## src/rtl/stream_demux_reg.sv

```systemverilog
// ----------------------------------------------------------------------------
// stream_demux_reg
//   Registered 1-to-NUM_CH stream demultiplexer with a valid/ready handshake.
//   Each output channel owns a one-entry holding register, so a stalled
//   consumer only blocks words addressed to its own channel. A word can be
//   sent to one channel (in_sel) or to every channel (in_bcast). A select
//   that names no channel is accepted and dropped, and this sets a sticky
//   error flag.
//
//   Optional build macro: STREAM_DEMUX_DROP_CNT_EN adds an 8-bit saturating
//   count (drop_cnt) of dropped out-of-range words.
//
// Ports
//   clk        clock; all state changes on its rising edge
//   rst_n      asynchronous active-low reset
//   in_valid   input word valid
//   in_ready   block can accept the input word this cycle (combinational)
//   in_data    input word
//   in_sel     destination channel index
//   in_bcast   write the word to every channel; in_sel is ignored
//   out_valid  per-channel valid, bit i is channel i
//   out_ready  per-channel consumer ready
//   out_data   channel i occupies bits [i*DATA_W +: DATA_W]
//   err_sel    sticky flag: an out-of-range select was consumed
//   err_clr    synchronous clear of err_sel (and drop_cnt)
//   drop_cnt   (STREAM_DEMUX_DROP_CNT_EN only) count of dropped words
// ----------------------------------------------------------------------------
module stream_demux_reg #(
   parameter int unsigned DATA_W = 8,
   parameter int unsigned NUM_CH = 8,
   parameter int unsigned SEL_W  = 3
) (
   input  logic                     clk,
   input  logic                     rst_n,
   input  logic                     in_valid,
   output logic                     in_ready,
   input  logic [DATA_W-1:0]        in_data,
   input  logic [SEL_W-1:0]         in_sel,
   input  logic                     in_bcast,
   output logic [NUM_CH-1:0]        out_valid,
   input  logic [NUM_CH-1:0]        out_ready,
   output logic [NUM_CH*DATA_W-1:0] out_data,
   output logic                     err_sel,
   input  logic                     err_clr
`ifdef STREAM_DEMUX_DROP_CNT_EN
   ,
   output logic [7:0]               drop_cnt
`endif
);

   logic [NUM_CH-1:0]              valid_q;
   logic [NUM_CH-1:0][DATA_W-1:0]  data_q;
   logic                           err_q;

   logic [NUM_CH-1:0] free;
   logic [NUM_CH-1:0] load;
   logic              sel_in_range;
   logic              sel_free;
   logic              accept;
   logic              sink;

   assign sel_in_range = (32'(in_sel) < NUM_CH);

   always_comb begin
      // A slot being drained this cycle can take a new word on the same edge.
      free     = ~valid_q | out_ready;
      sel_free = 1'b0;
      load     = '0;
      for (int i = 0; i < NUM_CH; i++) begin
         if (in_sel == SEL_W'(i)) begin
            sel_free = free[i];
         end
      end

      if (in_bcast) begin
         in_ready = &free;
      end else if (sel_in_range) begin
         in_ready = sel_free;
      end else begin
         // Out-of-range words are always sunk.
         in_ready = 1'b1;
      end

      accept = in_valid & in_ready;
      for (int i = 0; i < NUM_CH; i++) begin
         load[i] = accept & (in_bcast | (sel_in_range & (in_sel == SEL_W'(i))));
      end
      sink = accept & ~in_bcast & ~sel_in_range;
   end

   always_ff @(posedge clk or negedge rst_n) begin
      if (!rst_n) begin
         valid_q <= '0;
         data_q  <= '0;
         err_q   <= 1'b0;
      end else begin
         for (int i = 0; i < NUM_CH; i++) begin
            if (load[i]) begin
               valid_q[i] <= 1'b1;
               data_q[i]  <= in_data;
            end else if (out_ready[i]) begin
               // Data is left in place; only valid drops.
               valid_q[i] <= 1'b0;
            end
         end

         if (sink) begin
            err_q <= 1'b1;
         end else if (err_clr) begin
            err_q <= 1'b0;
         end
      end
   end

   assign out_valid = valid_q;
   assign out_data  = data_q;
   assign err_sel   = err_q;

`ifdef STREAM_DEMUX_DROP_CNT_EN
   logic [7:0] drop_cnt_q;

   always_ff @(posedge clk or negedge rst_n) begin
      if (!rst_n) begin
         drop_cnt_q <= 8'd0;
      end else if (sink && err_clr) begin
         // Clear then count: the drop in this cycle survives the clear.
         drop_cnt_q <= 8'd1;
      end else if (sink) begin
         if (drop_cnt_q != 8'hFF) begin
            drop_cnt_q <= drop_cnt_q + 8'd1;
         end
      end else if (err_clr) begin
         drop_cnt_q <= 8'd0;
      end
   end

   assign drop_cnt = drop_cnt_q;
`endif

endmodule

```

## config.mk

```make
export PLATFORM = sky130hd
export DESIGN_NAME = stream_demux_reg
export DESIGN_NICKNAME = d
export VERILOG_FILES = /design/src/rtl/stream_demux_reg.sv
export SDC_FILE = /design/constraint.sdc
export NUM_CORES = 1
export LEC_CHECK = 0
export BUFFER_PORTS_ARGS = -buffer_cell sky130_fd_sc_hd__buf_2
export CORE_MARGIN = 2
export CORE_UTILIZATION = 50
export DETAILED_ROUTE_END_ITERATION = 10
export HOLD_SLACK_MARGIN = 0.03
export PLACE_DENSITY = 0.81
export SETUP_SLACK_MARGIN = 0.2
export SYNTH_ARGS = -nofsm -noshare
export SYNTH_HDL_FRONTEND = slang
export SYNTH_SLANG_ARGS = --single-unit
export TNS_END_PERCENT = 1
```

## constraint.sdc

```tcl
create_clock -name clk -period 2.6 [get_ports clk]
set_clock_uncertainty 0.05 [all_clocks]
set_input_delay 0.26 -clock clk [delete_from_list [all_inputs] [get_ports clk]]
set_output_delay 0.26 -clock clk [all_outputs]
set_load 0.005 [all_outputs]
```

==> impl_metrics.json <==
{
  "dp_hpwl_mm": 4.57,
  "cts_made_buffers": 9,
  "cts_tree": "built",
  "htreeDepth": 3,
  "start_util_pct": 51.3,
  "grt_first_pass_wirelength_mm": 9.94,
  "vias_per_cell": 5.24,
  "fmax_mhz": 461,
  "grt_pass1_vias": 1948,
  "post-route-min-period_ns": 2.17,
  "synth_flop_cell": "dfrtp_1",
  "hold_viol": 0,
  "critPathKind": "flop to flop",
  "cap_violations": 0,
  "grt-ovfl-total": 0,
  "layout_setup_ws_ns": 0.430,
  "critPathTopFamily": "simple AND/OR/NAND/NOR gates",
  "netlist_area_mm2": 0.00300,
  "synth_top_cell_by_area": "dfrtp_1",
  "core_area_mm2": 0.00585,
  "clk_path_buf_depth": 2,
  "yosysMostFrequentCell": "dfrtp_1",
  "die_h_um": 81.5,
  "fillers": 474,
  "vias": 2049,
  "synth.top_cell.area_share_pct": 60.0,
  "drc_errors": 0,
  "drt-initial-drc-count": 90,
  "syn_area_per_cell_um2": 14.9,
  "preCtsSetupSlack_ns": 0.309,
  "finalCritPeriodShare_pct": 83.5,
  "slew_viol_final": 0,
  "hp-class": "input pin to flop",
  "antenna_found_initial": 0,
  "start_kind": "flop",
  "ys_ff_latch": 72,
  "seqCellArea_mm2": 0.00180,
  "finalSetupTns_ns": 0,
  "hold_depth": 3,
  "power.density_mw_per_mm2": 1130,
  "synthTopCellsByCount": "dfrtp_1, mux2_2, nand2b_1",
  "crit_chain": "nand2b_1 > nand4_1 > nor3_4 > a32o_1 > buf_4 > mux2_1",
  "cts.sinks": 72,
  "max_stage_delay_ns": 0.38,
  "ctsRootBufferMaster": "clkbuf_8",
  "startpoint": "out_valid[6]",
  "diodes": 0,
  "synth_fp_nets": 226,
  "worst_ep_required_time_ns": 2.77,
  "place_inst": 371,
  "grt_max_degree": 38,
  "boundaryPins": 98,
  "crit_buf_inv": 1,
  "synth_cell_type_count": 34,
  "wirelength_mm": 6.55,
  "multi_input_area_mm2": 0.00113,
  "die_area_mm2": 0.00664,
  "clock_latency_ns": 0.33,
  "io_buffers": 95,
  "r2r-start": "out_valid[6]",
  "netlist_top_cells_area": "dfrtp_1, mux2_2, mux2_4",
  "leakage_nw": 1.88,
  "final_cells": 391,
  "ys_seq_area_share_pct": 60.0,
  "status": "completed",
  "async_reset_ff_share_pct": 100,
  "clk_pin_slew_ns": 0.07,
  "arrival_ns": 2.34,
  "cp_num_cells": 6,
  "die_w_um": 81.5,
  "first_pass_iters": 4,
  "crit_path_end_kind": "flop",
  "slowest_stage": "dfrtp_1",
  "rows": 28,
  "track_usage_pct": 20.7,
  "yosys_warnings": 0,
  "place_congestion": 0.833,
  "irDropWorstVdd_mv": 0.615,
  "area_growth_pct": 27.2,
  "worstMarginPinSlew_ns": 0.826,
  "drive_gt1_share_pct": 57.9,
  "synthesis.instances": 202,
  "nets": 336,
  "min-delay-start": "out_ready[1]",
  "setup_viol": 0,
  "ant_nets": 0,
  "grt_setup_unrepaired": "false",
  "relSlewSlack_pct": 44.9,
  "worstRegToRegCells": 6,
  "wl_per_cell_um": 16.7,
  "path_max_fanout": 5,
  "synth-edff-count": 0
}
## stage by stage
stage | total power, mW | util [%] | area (um2) | hold WS [ns]
after floorplan | 2.66 | - | 3000 | -0.0856
after global placement | 3.36 | 61.1 | 3570 | 0.336
after detailed placement | 3.43 | 61.1 | 3570 | 0.353
after CTS | 4.34 | 64.8 | 3790 | 0.148
after global routing | 4.58 | 65.3 | 3820 | 0.152
final | 4.31 | 65.3 | 3820 | 0.174
## registers in the layout (all words and copies together) (netlist names)
name       flops
out_data      64
out_valid      8
## worst register-to-register path: stages, from the launching register on
cell,delay (ns)
dfrtp_1,0.38
nand2b_1,0.18
nand4_1,0.20
nor3_4,0.32
a32o_1,0.37
buf_4,0.23
mux2_1,0.33
## final timing paths
path / end / slack, ns
max: out_data[29] / 0.43
min: out_valid[1] / 0.17
max reg2reg: out_data[29] / 0.43
min reg2reg: out_data[28] / 0.43
max in group asynchronous: out_data[14] / 1.32
min in group asynchronous: out_data[35] / 0.50
## placed cells by master, fill, tap and decap left out, types with 3 or more instances in the layout
cell type	Yosys	routed
a21oi_1	3	3
buf_2	1	95
buf_4	3	9
clkbuf_8	0	12
dfrtp_1	72	72
inv_1	3	3
mux2_1	9	9
mux2_2	47	47
mux2_4	8	8
nand2_1	7	7
nand2b_1	10	10
nor2b_1	6	6
o21ai_2	4	4
## final cells by class
class | count | area share [%]
well taps | 75 | 2.46
clock inverters | 3 | 1.05
multi-input cells | 120 | 29.7
inverters | 3 | 0.295
clock buffers | 12 | 4.32
repair buffers | 106 | 15.0
flip-flops and latches | 72 | 47.2
## where the power goes
group	internal [mW]	switching [mW]
clock	0.513	0.382
combinational	0.885	0.599
sequential	1.66	0.268
total	3.06	1.25
## repair_timing
item | CTS | global route
hold buffers | 1 | 0
gates resized for setup | 0 | 0
endpoints found under the hold margin | 35 | 0
endpoints found under the setup margin | 0 | 3
setup buffers | 0 | 4
## per-layer routing
metal / part of all wire, % / GRT usage (%) / vias up
met5: 0 / 0 / -
met4: 0.87 / 8.64 / 0
met3: 7.0 / 5.60 / 4
met2: 47 / 30.2 / 89
met1: 45 / 29.5 / 1016
li1: - / - / 940
## cell families (layout without fill, tap and decap cells)
family          after synthesis  count (layout)  synth area share [%]
flops                        72              72                  60.0
mux                          65              65                  25.3
simple gates                 38              38                  7.88
compound gates               16              16                  4.46
buf+inv                      10             124                  2.21
other cells                   1               1                 0.125
(Power assumes the default switching activity.)
